### src/rtl/tdm_pkg.sv
// rtl/tdm_pkg.sv - shared constants and types for the 4-slot TDM receiver
//   NUM_SLOTS   : slots per frame
//   SLOT_W      : width of the slot index
//   FRAME_CNT_W : width of the good-frame counter
//   tdm_state_t : frame FSM states (HUNT looks for a frame start, RUN tracks slots)
//   slot_t      : slot index type

package tdm_pkg;

    localparam int NUM_SLOTS   = 4;
    localparam int SLOT_W      = 2;
    localparam int FRAME_CNT_W = 8;

    typedef enum logic {
        HUNT = 1'b0,
        RUN  = 1'b1
    } tdm_state_t;

    typedef logic [SLOT_W-1:0] slot_t;

    localparam slot_t LAST_SLOT = slot_t'(NUM_SLOTS - 1);

    // Next slot index; the 2-bit index wraps 3 -> 0 naturally.
    function automatic slot_t slot_next(input slot_t s);
        return s + slot_t'(1);
    endfunction

endpackage

### src/rtl/tdm_slot_counter.sv
// rtl/tdm_slot_counter.sv - slot position counter for the TDM receiver
//   clk, reset : clock, asynchronous active-high reset
//   inc        : advance to the next slot (wraps after the last slot)
//   load1      : force slot 1 (a frame-start beat has just been taken as slot 0)
//   clr        : force slot 0
//   slot       : slot index expected for the next beat
//   last       : slot is the final slot of the frame

module tdm_slot_counter
    import tdm_pkg::*;
(
    input  logic  clk,
    input  logic  reset,
    input  logic  inc,
    input  logic  load1,
    input  logic  clr,
    output slot_t slot,
    output logic  last
);

    slot_t slot_q;
    slot_t slot_d;

    // clr wins over load1, which wins over inc; the FSM never asserts
    // more than one, but a fixed priority keeps the counter well defined.
    always_comb begin
        slot_d = slot_q;
        if (clr) begin
            slot_d = '0;
        end else if (load1) begin
            slot_d = slot_t'(1);
        end else if (inc) begin
            slot_d = slot_next(slot_q);
        end
    end

    always_ff @(posedge clk or posedge reset) begin
        if (reset) begin
            slot_q <= '0;
        end else begin
            slot_q <= slot_d;
        end
    end

    assign slot = slot_q;
    assign last = (slot_q == LAST_SLOT);

endmodule

### src/rtl/tdm_demux4.sv
// rtl/tdm_demux4.sv - 4-channel TDM receive demultiplexer with framing check
//   clk, reset   : clock, asynchronous active-high reset
//   din          : multiplexed sample for the current slot
//   din_valid    : din/frame_start are meaningful this cycle (a beat)
//   frame_start  : beat is slot 0 of a frame
//   y0..y3       : channel samples of the last complete frame
//   frame_valid  : one-cycle pulse, y0..y3 just updated
//   slot         : slot index expected for the next beat
//   sync_err     : one-cycle pulse on a framing violation
//   frame_cnt    : count of complete frames, wraps

module tdm_demux4
    import tdm_pkg::*;
#(
    parameter int WIDTH = 1
) (
    input  logic                   clk,
    input  logic                   reset,
    input  logic [WIDTH-1:0]       din,
    input  logic                   din_valid,
    input  logic                   frame_start,
    output logic [WIDTH-1:0]       y0,
    output logic [WIDTH-1:0]       y1,
    output logic [WIDTH-1:0]       y2,
    output logic [WIDTH-1:0]       y3,
    output logic                   frame_valid,
    output logic [SLOT_W-1:0]      slot,
    output logic                   sync_err,
    output logic [FRAME_CNT_W-1:0] frame_cnt
);

    tdm_state_t state_q, state_d;

    // Staging for channels 0..2; channel 3 goes straight from din to y3.
    logic [WIDTH-1:0] stage_q [NUM_SLOTS-1];
    logic [WIDTH-1:0] stage_d [NUM_SLOTS-1];

    logic [WIDTH-1:0] y_q [NUM_SLOTS];
    logic [WIDTH-1:0] y_d [NUM_SLOTS];

    logic                   frame_valid_q, frame_valid_d;
    logic                   sync_err_q, sync_err_d;
    logic [FRAME_CNT_W-1:0] frame_cnt_q, frame_cnt_d;

    logic  slot_inc, slot_load1, slot_clr;
    slot_t cur_slot;
    logic  cur_last;

    tdm_slot_counter u_slot_counter (
        .clk   (clk),
        .reset (reset),
        .inc   (slot_inc),
        .load1 (slot_load1),
        .clr   (slot_clr),
        .slot  (cur_slot),
        .last  (cur_last)
    );

    always_comb begin
        state_d       = state_q;
        stage_d       = stage_q;
        y_d           = y_q;
        frame_valid_d = 1'b0;
        sync_err_d    = 1'b0;
        frame_cnt_d   = frame_cnt_q;
        slot_inc      = 1'b0;
        slot_load1    = 1'b0;
        slot_clr      = 1'b0;

        if (din_valid) begin
            unique case (state_q)
                HUNT: begin
                    // Beats without a frame start are dropped silently while hunting.
                    if (frame_start) begin
                        stage_d[0] = din;
                        slot_load1 = 1'b1;
                        state_d    = RUN;
                    end
                end

                RUN: begin
                    if (cur_slot == '0) begin
                        if (frame_start) begin
                            stage_d[0] = din;
                            slot_load1 = 1'b1;
                        end else begin
                            // Missing start: lose lock and go back to hunting.
                            sync_err_d = 1'b1;
                            slot_clr   = 1'b1;
                            state_d    = HUNT;
                        end
                    end else if (frame_start) begin
                        // Early start: drop the partial frame, this beat is the new slot 0.
                        // Published y values are left untouched.
                        sync_err_d = 1'b1;
                        stage_d[0] = din;
                        slot_load1 = 1'b1;
                    end else if (cur_last) begin
                        y_d[0]        = stage_q[0];
                        y_d[1]        = stage_q[1];
                        y_d[2]        = stage_q[2];
                        y_d[3]        = din;
                        frame_valid_d = 1'b1;
                        frame_cnt_d   = frame_cnt_q + FRAME_CNT_W'(1);
                        slot_clr      = 1'b1;
                    end else begin
                        unique case (cur_slot)
                            slot_t'(1): stage_d[1] = din;
                            slot_t'(2): stage_d[2] = din;
                            default:    stage_d[0] = din;
                        endcase
                        slot_inc = 1'b1;
                    end
                end

                default: begin
                    state_d = HUNT;
                end
            endcase
        end
    end

    always_ff @(posedge clk or posedge reset) begin
        if (reset) begin
            state_q       <= HUNT;
            stage_q       <= '{default: '0};
            y_q           <= '{default: '0};
            frame_valid_q <= 1'b0;
            sync_err_q    <= 1'b0;
            frame_cnt_q   <= '0;
        end else begin
            state_q       <= state_d;
            stage_q       <= stage_d;
            y_q           <= y_d;
            frame_valid_q <= frame_valid_d;
            sync_err_q    <= sync_err_d;
            frame_cnt_q   <= frame_cnt_d;
        end
    end

    assign y0          = y_q[0];
    assign y1          = y_q[1];
    assign y2          = y_q[2];
    assign y3          = y_q[3];
    assign frame_valid = frame_valid_q;
    assign sync_err    = sync_err_q;
    assign frame_cnt   = frame_cnt_q;
    assign slot        = cur_slot;

endmodule
### config.mk
export PLATFORM = sky130hd
export DESIGN_NAME = tdm_demux4
export DESIGN_NICKNAME = d
export VERILOG_FILES = /design/src/rtl/tdm_pkg.sv /design/src/rtl/tdm_slot_counter.sv /design/src/rtl/tdm_demux4.sv
export SDC_FILE = /design/constraint.sdc
export NUM_CORES = 1
export LEC_CHECK = 0
export CAP_MARGIN = 30
export CORE_MARGIN = 1
export CORE_UTILIZATION = 41
export CTS_CLUSTER_DIAMETER = 150
export CTS_CLUSTER_SIZE = 12
export DETAILED_ROUTE_END_ITERATION = 6
export GPL_ROUTABILITY_DRIVEN = 0
export PLACE_DENSITY = 0.71
export REMOVE_ABC_BUFFERS = 1
export SYNTH_ARGS = -nofsm -noshare
export SYNTH_HDL_FRONTEND = slang
export SYNTH_HIERARCHICAL = 1
export SYNTH_SLANG_ARGS = --single-unit
### constraint.sdc
create_clock -name clk -period 3.1 [get_ports clk]
set_input_delay 0.31 -clock clk [delete_from_list [all_inputs] [get_ports clk]]
set_output_delay 0.31 -clock clk [all_outputs]
set_load 0.02 [all_outputs]
==> flow_summary.ini <==
[logic_synthesis]
synth.area.top_cells = dfrtp_1 (51%), ha_1 (8.9%), mux2_2 (6.9%)
syn-cell-area_um2 = 982
ys_ff_latch = 20
yosysSeqAreaShare_pct = 51.0
syn_avg_cell_area_um2 = 12.1
synth_warnings = 6
ys_types = 27
async_flop_share_pct = 100
ys.flop_type = dfrtp_1
yosysTopAreaCell = dfrtp_1
synth_edf_count = 0
synthCells = 81
synth_top_area_share_pct = 51.0

[global_routing]
grt_pass1_wl_um = 2670
antenna_found_initial = 0
grt-ovfl-total = 0
grt_max_degree = 19
grt_pass1_vias = 638
grtUsageTotal_pct = 14.0

[die]
core-area_um2 = 2230
die_area_um2 = 2600
core.rowCount = 17
fp.dieW_um = 50.9
die_y_um = 50.9
initial_core_util_pct = 44.0
ios = 21

[timing]
worstMarginPinSlew_ns = 0.664
setup_viol = 0
finClkSkew_ns = 0.00171
slew_headroom_pct = 55.7
rsz0062_at_grt = false
finalHoldWorstSlack_ns = 0.186
clock.fmax_ghz = 0.511
hold_viol = 0
final.setup.worst_slack_ns = 1.14
period_needed_ns = 1.96
tns_ns = 0
final_max_slew_viol_count = 0
finalCritPeriodShare_pct = 63.2

[worst_setup_path]
cp-start-kind = flop
critPathArrivalTime_ns = 2.17
worstPathMaxFanout = 12
crit_start = u_slot_counter/slot[0]
worstReg2RegStart = u_slot_counter/slot[0]
cp-end-kind = flop
path_class = reg -> reg
cp.required_ns = 3.31

[clock_network]
ctsHoldBuffers = 0
post_cts_buffers = 0
cts_root_buffer = clkbuf_4
max-clock-path-buffers = 2
cts_buffers = 3
clkTransAtPathRegs_ns = 0.10
htreeDepth = 1
cts_resized = 0
clock_sinks = 20
cts_tree = built
clk_latency_ns = 0.28

[run]
max-cap-violations = 0

[cells_and_area]
stdcell_count = 131
most-common-layout-cells = dfrtp_1 (20), clkdlybuf4s50_1 (20), inv_1 (9)
diodes = 0
utilization_pct = 55.0
final_area_um2 = 1230
syn_to_final_growth_pct = 25.1
drive_gt1_share_pct = 15.5
largest_reg_flops = 8
nets = 117

[routing]
first_pass_iters = 3
drcViolationCount = 0
route.vias.total = 639
wl_um = 1500
ant_nets = 0
viasPerCell = 4.88
wl_per_cell_um = 11.5
dr.first_iter.drc_count = 2

[placement]
portBuffers = 20
placed_cells = 128
placed_area_um2 = 1210
dp_hpwl_um = 1230
place_ws_ns = 1.09

[outcome]
status = finished clean

[power_and_ir_drop]
total_power_mw = 0.825
power_density_nw_per_um2 = 671
ir_drop_v = 0.000345
p_leak_nw = 0.602

[worst_hold_path]
hp-class = in -> async
==> logic make-up (layout without fill, tap and decap cells) <==
group,count (synthesis),in the layout,synth area share (%)
AND/OR/NAND/NOR,24,24,16.2
flip-flops,20,20,51.0
multiplexers,9,9,10.6
XOR/XNOR,8,8,7.13
AO/OA/AOI/OAI,3,3,1.66
adder cells (fa/ha/maj),7,7,8.92
buffers and inverters,10,32,4.59
==> where the power goes <==
group | total [mW] | switching (mW) | internal (mW)
registers | 0.384 | 0.0566 | 0.328
logic | 0.327 | 0.157 | 0.171
clock network | 0.113 | 0.0682 | 0.0450
total | 0.825 | 0.281 | 0.543
==> cell usage after synthesis, types with 2 or more instances <==
cell	n
nor3_1	2
ha_1	7
nand3_1	4
inv_1	9
and2_1	2
mux2_2	6
dfrtp_1	20
xor2_1	5
nand2_1	2
nor2_1	5
xnor2_1	3
==> critical path, cell delays in order (launching register included) <==
cell     delay (ns)
dfrtp_1        0.45
inv_1          0.09
ha_1           0.26
inv_1          0.09
ha_1           0.16
nand4_2        0.32
nor4_2         0.35
xor2_1         0.17
==> final cells by class <==
type	count	area, µm²
Clock buffer	3	22.5
Inverter	9	33.8
Multi-Input combinational cell	51	437
Sequential cell	20	500
Fill cell	208	1000
Timing Repair Buffer	20	200
Tap cell	28	35.0
==> metal layers <==
| metal | track usage (%) | routed length (µm) | up-vias |
|---|---|---|---|
| met2 | 26.5 | 804 | 14 |
| met1 | 14.8 | 624 | 310 |
| met4 | 5.56 | 12 | 0 |
| met3 | 2.68 | 61 | 2 |
| met5 | 0 | 0 | - |
| li1 | - | - | 313 |
==> final timing paths <==
kind / cells after the start / slack, ns / end
max in group asynchronous: 2 / 2.24 / y1
max: 7 / 1.14 / frame_cnt[7]
min reg2reg: 1 / 0.49 / frame_cnt[7]
min in group clk: 1 / 0.49 / frame_cnt[7]
min: 2 / 0.19 / u_slot_counter/slot[1]
max reg2reg: 7 / 1.14 / frame_cnt[7]
No activity file was read; power rests on OpenSTA's default activity.
